### src/rtl/count_sweep_ctrl.sv
// Sequencer that drives a shared up/down counter through repeated 0 -> peak -> 0 sweeps.
// Latency: accepted start to first cnt_en is 2 cycles; each sweep with peak T takes 2T+2 cycles.
// Backpressure: none; start is only taken in IDLE and abort only while busy, otherwise ignored.
module count_sweep_ctrl #(
    parameter int WIDTH = 3,
    parameter int REP_W = 4
) (
    input  logic             clk_i,
    input  logic             reset_i,
    input  logic             start_i,
    input  logic             abort_i,
    input  logic [WIDTH-1:0] target_i,
    input  logic [REP_W-1:0] reps_i,
    input  logic [WIDTH-1:0] count_i,
    output logic             cnt_clr_o,
    output logic             cnt_en_o,
    output logic             cnt_mode_o,
    output logic             busy_o,
    output logic             done_o,
    output logic             aborted_o,
    output logic [REP_W-1:0] sweeps_done_o
);

    typedef enum logic [2:0] {
        S_IDLE   = 3'd0,
        S_CLEAR  = 3'd1,
        S_UP     = 3'd2,
        S_DOWN   = 3'd3,
        S_FINISH = 3'd4
    } state_t;

    state_t             state_q, state_d;
    logic [WIDTH-1:0]   target_q, target_d;
    logic [REP_W-1:0]   reps_q, reps_d;
    logic [REP_W-1:0]   sweeps_q, sweeps_d;
    logic               aborted_q, aborted_d;

    logic               busy_state;
    logic               at_peak;
    logic               at_zero;
    logic [REP_W-1:0]   sweeps_inc;

    // >= rather than == so a counter that somehow overshoots still turns around.
    assign at_peak    = (count_i >= target_q);
    assign at_zero    = (count_i == '0);
    assign sweeps_inc = sweeps_q + REP_W'(1);
    assign busy_state = (state_q == S_CLEAR) || (state_q == S_UP) || (state_q == S_DOWN);

    // Next-state and latched-parameter computation; abort overrides any busy-state transition.
    always_comb begin
        state_d   = state_q;
        target_d  = target_q;
        reps_d    = reps_q;
        sweeps_d  = sweeps_q;
        aborted_d = aborted_q;

        case (state_q)
            S_IDLE: begin
                if (start_i) begin
                    target_d  = target_i;
                    reps_d    = reps_i;
                    sweeps_d  = '0;
                    aborted_d = 1'b0;
                    // A zero peak or zero repeat count has no work: report done at once.
                    if ((target_i == '0) || (reps_i == '0)) begin
                        state_d = S_FINISH;
                    end else begin
                        state_d = S_CLEAR;
                    end
                end
            end
            S_CLEAR: begin
                state_d = S_UP;
            end
            S_UP: begin
                if (at_peak) begin
                    state_d = S_DOWN;
                end
            end
            S_DOWN: begin
                if (at_zero) begin
                    // A sweep completes when the counter is back at zero; this
                    // bookkeeping still happens if abort arrives in the same cycle.
                    sweeps_d = sweeps_inc;
                    if (sweeps_inc == reps_q) begin
                        state_d = S_FINISH;
                    end else begin
                        state_d = S_UP;
                    end
                end
            end
            S_FINISH: begin
                state_d = S_IDLE;
            end
            default: begin
                state_d = S_IDLE;
            end
        endcase

        if (busy_state && abort_i) begin
            state_d   = S_FINISH;
            aborted_d = 1'b1;
        end
    end

    // State and latched-parameter registers with synchronous reset.
    always_ff @(posedge clk_i) begin
        if (reset_i) begin
            state_q   <= S_IDLE;
            target_q  <= '0;
            reps_q    <= '0;
            sweeps_q  <= '0;
            aborted_q <= 1'b0;
        end else begin
            state_q   <= state_d;
            target_q  <= target_d;
            reps_q    <= reps_d;
            sweeps_q  <= sweeps_d;
            aborted_q <= aborted_d;
        end
    end

    // Counter control decode: clear on reset or CLEAR, never step past the peak or below zero,
    // and freeze the counter in the cycle an abort is taken so it keeps its value.
    always_comb begin
        cnt_clr_o  = reset_i || ((state_q == S_CLEAR) && !abort_i);
        cnt_en_o   = 1'b0;
        cnt_mode_o = 1'b0;
        busy_o     = 1'b0;
        done_o     = 1'b0;
        if (!reset_i) begin
            busy_o     = busy_state;
            done_o     = (state_q == S_FINISH);
            cnt_mode_o = (state_q == S_UP);
            if (!abort_i) begin
                cnt_en_o = ((state_q == S_UP) && !at_peak) ||
                           ((state_q == S_DOWN) && !at_zero);
            end
        end
    end

    assign aborted_o     = aborted_q;
    assign sweeps_done_o = sweeps_q;

endmodule

### config.mk
export PLATFORM = sky130hd
export DESIGN_NAME = count_sweep_ctrl
export DESIGN_NICKNAME = d
export VERILOG_FILES = /design/src/rtl/count_sweep_ctrl.sv
export SDC_FILE = /design/constraint.sdc
export NUM_CORES = 1
export LEC_CHECK = 0
export ABC_CLOCK_PERIOD_IN_PS = 1800
export BUFFER_PORTS_ARGS = -buffer_cell sky130_fd_sc_hd__buf_2
export CAP_MARGIN = 0
export CORE_MARGIN = 2
export CORE_UTILIZATION = 51
export DETAILED_ROUTE_END_ITERATION = 7
export PLACE_DENSITY = 0.79
export SYNTH_ARGS = -nofsm -noshare
export SYNTH_HDL_FRONTEND = slang
export SYNTH_SLANG_ARGS = --single-unit
### constraint.sdc
create_clock -name clk_i -period 1.8 [get_ports clk_i]
set_input_delay 0.36 -clock clk_i [delete_from_list [all_inputs] [get_ports clk_i]]
set_output_delay 0.36 -clock clk_i [all_outputs]
set_load 0.01 [all_outputs]
[Word level (Yosys, flattened, before mapping)]
Index checks and enable logic that the tools add are counted.
Storage, ports and cells
  output and inout port bits: 10
  logic and storage cells: 62
  input bits: 14
  register bits after elaboration: 15
Operators by class
  reduce and logical (&&, ||, !) cells: 25
  eq/ne operators: 11
  mux-type cells: 18
  order comparisons: 1
  $add $sub $neg: 1
Operators with widths (number)
  3-bit two-way mux: 6
  3-bit one-hot mux with 4 select lines: 1
  3-bit zero test: 3
  3-bit inequality test (second input constant): 3
  3-bit AND reduction: 3
  1-bit two-way mux: 8
  4-bit two-way mux: 2
  4-bit one-hot mux with 2 select lines: 1
  3-bit by 2-bit == test with 1-bit output (second input constant): 2
  2-bit inequality test (second input constant): 3
  2-bit nonzero test: 3
  1-bit logical OR: 5
  4-bit by 1-bit adder with 4-bit output (second input constant): 1
  4-bit == test: 1
  1-bit logical AND: 4
  4-bit zero test: 1
  2-bit AND reduction: 2
  3-bit by 1-bit == test with 1-bit output (second input constant): 1
  3-bit == test (second input constant): 1
  3-bit greater-or-equal comparator: 1
  1-bit zero test: 3
  2-bit OR reduction: 1

[Depth between registers and ports, before layout]
  depth after elaboration: 6
  gate-level depth with buffers: 6
  mapped depth without buffers: 6

[Worst setup path before layout]
OpenSTA, ideal clock, no wires.
  path kind: input-to-output
  start: in count_i[2]
  end: out cnt_en_o
  stages on the path: 5
  data arrival time: 1321 ps
  path slack: 119 ps
  required time: 1440 ps
  path buffers: 0
  cells stage by stage: ha_1 a21o_1 a31oi_1 o21ba_4 and2_1
Between the ends
  word-level cells in the longest chain between the ends: 6
  elaborated cells on any way between the ends: 9
Ends and longest elaborated chain
  start: declaration: RTL line 14  | input logic [WIDTH-1:0] count_i,
  3-bit greater-or-equal comparator or 3-bit zero test (tied branches): RTL line 44, 45
  1-bit zero test (on tied branches): RTL line 136, 137
  1-bit logical AND (on tied branches): RTL line 136, 137
  1-bit logical OR (*): RTL line 136  | cnt_en_o = ((state_q == S_UP) && !at_peak) ||
  1-bit two-way mux (*): RTL line 135  | if (!abort_i) begin
  1-bit two-way mux (*): RTL line 131  | if (!reset_i) begin
  end: declaration: RTL line 16  | output logic cnt_en_o,
Mark *: on every way between the ends. The rest lies on a longest branch, timed or not.

[Worst setup path in the final report]
  start: reg target_q[2]
  end: out cnt_en_o
Between the ends
  word-level cells in the longest chain between the ends: 6
Ends and longest elaborated chain
  start: declaration: RTL line 33  | logic [WIDTH-1:0] target_q, target_d;
  start signal: assignment: RTL line 116  | target_q <= target_d;
  3-bit greater-or-equal comparator: RTL line 44  | assign at_peak = (count_i >= target_q);
  1-bit zero test: RTL line 136
  1-bit logical AND: RTL line 136
  1-bit logical OR: RTL line 136
  1-bit two-way mux: RTL line 135
  1-bit two-way mux: RTL line 131
No other way between the ends.

==> key figures <==
Synth
  – Number of distinct library cells after synthesis: 39
  – Syn nets: 128
  – Largest area contributor in the netlist: dfxtp_1
  – Most frequent cell after synthesis: nand2_1
  – Seq/Total Area, Yosys: 0.3270
  – Syn avg cell area: 8.349 um2
  – YS warnings: 0
  – Async SR Flop Fraction: 0
  – Top FF cell, synth: dfxtp_1
  – Top-area cell type share of the netlist area: 0.3270
  – Synth top area cells: dfxtp_1 (33%), a21oi_1 (7.6%), nand2_1 (7.4%)
  – Syn Inst Count: 110
  – Post-synth top cells: nand2_1 (18), dfxtp_1 (15), a21oi_1 (14)
  – Mapped Area: 918.4 um2
  – EDFF count, synth: 0
  – FF+latch count, synth: 15

Final layout
  – Fill cell count: 146
  – Final core occ: 0.6645
  – Final Instance Area: 1135 um2
  – Layout cells sized above 1: 0.3381
  – # nets final: 158
  – # diodes: 0
  – Area delta synth->final: 23.57%
  – Area occupied by multi-input gates: 590.6 um2
  – Register area: 304.0 um2

Min path
  – Cells on Worst Hold Path: 3
  – Min-delay src: reps_i[0]
  – Worst Hold Class: input port to flop

STA
  – Max_slew headroom: 0.7094
  – RSZ-0062 raised after global routing: yes
  – Final setup viols: 1
  – Fmax: 500.7 MHz
  – Setup WS post-layout: -0.1973 ns
  – Skew final: 0.005182 ns
  – Hold Vio Cnt, Final: 0
  – Final Slew Violations: 0
  – Min cycle time layout: 1.997 ns
  – Worst Max-Slew Pin Slew: 0.4322 ns
  – Period utilization: 1.110

Clock network
  – Post CTS Setup Buffer Count: 0
  – CTS Hold Bufs: 0
  – Clock sink count: 15
  – CTS tree: built
  – CTS Buf Count: 3
  – Clk slew on worst S/H paths: 0.09 ns
  – Root Buffer: clkbuf_4
  – H-tree depth: 1
  – Clk_lat worst skew: 0.29 ns
  – Max Root-Sink Buffers: 2

Setup path
  – Worst r2r src: sweeps_done_o[0]$_SDFFE_PP0P_
  – Worst Setup Path Type: flop to output pin
  – FF-to-FF path depth: 5
  – CP endpoint kind: output pin
  – Worst EP arrival: 1.64 ns
  – CP max FO: 2
  – Setup crit start kind: flop
  – Required time worst endpoint: 1.44 ns
  – Crit path launch: target_q[2]$_SDFFE_PP0P_

Power
  – P per Cell Area: 948.2 nW/um2
  – P_leak: 0.0004888 uW
  – Max VDD drop: 0.5925 mV

Die
  – Row count: 15
  – Die Y: 46.44 um
  – Die X-Extent: 46.44 um
  – Core region area: 1708 um2
  – Initial Utilization: 0.5377
  – Boundary Pins: 24
  – Die area: 2156 um2

Placed design
  – Placed Area: 1079 um2
  – Post-detail-place hpwl: 1528 um
  – Dpl ws: -0.1184 ns
  – Final GP Congestion: 0.8189
  – # port buffers: 23

Drt
  – DRT iter0 DRCs: 7
  – Final wirelength: 2144 um
  – Antenna Violating Nets Remaining: 0
  – DR vias/cell: 5.415
  – Via count: 888
  – Routed length per instance: 13.07 um
  – Remaining DRCs: 0
  – Drt pass-1 iters: 4

GRT
  – Initial antenna violation count: 0
  – Tot GR Track Use: 0.2247
  – Grt total ovfl: 0
  – First-pass GRT wire length: 3394 um
  – Vias in the first global route: 817
  – Pin count of the biggest net entering global routing: 19

Run status
  – Failing checks: setup timing
  – Status: complete, but fails checks

Job
  – Max-Cap Viols: 0
[kinds of logic (layout without fill, tap and decap cells)]
group                      count (synthesis)  after routing  synth area share
buffers and inverters                      9             38           0.05857
and+or+nand+nor                           47             47            0.2956
AOI/OAI and AO/OA                         29             29            0.2071
adders and majority gates                  4              4           0.05450
xor gates and xnor gates                   6              6           0.05722
DFF                                       15             15            0.3270
[registers in the layout, summed over array words and instances (netlist names)]
name / cells
sweeps_done_o: 4
reps_q: 4
target_q: 3
state_q: 3
aborted_o: 1
[power breakdown]
group	internal, uW	total [uW]	switching, uW
logic	215	457	242
clock network	86.2	193	107
registers	383	425	42.7
[critical path: stages, from the launching register on]
cell     delay (ns)
dfxtp_2        0.33
inv_2          0.08
ha_4           0.20
a21o_1         0.18
a31oi_2        0.17
o21ba_4        0.16
and2_1         0.10
buf_2          0.12
[cells in the final DEF, fill, tap and decap left out, types with 2 or more instances in the layout]
master    synthesis  routed
and2_1            2       2
ha_1              4       3
nor4b_1           3       3
inv_1             4       3
buf_4             1       7
xnor2_1           4       4
a311oi_1          2       2
xor2_1            2       2
nor3_1            5       5
o22ai_1           2       2
a21oi_1          14      14
dfxtp_1          15      12
nand3b_1          2       2
dfxtp_2           0       3
buf_2             1      23
nor2_1            5       5
clkbuf_4          0       3
nand2_1          18      18
o21ai_0           3       3
[stage by stage]
step / total power [uW] / hold slack (ns) / setup TNS (ns) / std cells
2_1_floorplan: 728.4 / 0.4363 / 0 / 110
3_3_place_gp: 841.7 / 0.4514 / -0.07352 / 160
3_5_place_dp: 858.1 / 0.4486 / -0.1184 / 160
4_1_cts: 1073 / 0.3039 / -0.1688 / 164
5_1_grt: 1141 / 0.3294 / -0.2760 / 164
6_report: 1076 / 0.3096 / -0.1973 / 164
[worst paths after layout]
kind                                            endpoint  slack, ns
worst max register to register   state_q[2]$_SDFFE_PP0P_       0.25
worst min register to register  target_q[2]$_SDFFE_PP0P_       0.46
worst min-delay path              reps_q[0]$_SDFFE_PP0P_       0.31
worst max-delay path                            cnt_en_o      -0.20
[final cells by class]
cell class | instances | share of cell area
multi-input combinational | 86 | 0.5204
inverter | 4 | 0.01323
tap | 25 | 0.02756
clock buffer | 4 | 0.02315
timing repair buffer | 30 | 0.1477
sequential | 15 | 0.2679
[routing by layer]
metal	vias up	wire, um	GRT usage
met5	-	0	0
met4	0	73	0.1200
met3	9	101	0.04314
met2	25	1048	0.3917
met1	402	920	0.2542
li1	452	-	-
[repair_timing]
| item | CTS | global route |
|---|---|---|
| pin swaps | 3 | 0 |
| resized for setup | 7 | 0 |
| setup endpoints to repair | 2 | 2 |
| cloned | 0 | 0 |
No activity file was read; power rests on OpenSTA's default activity.
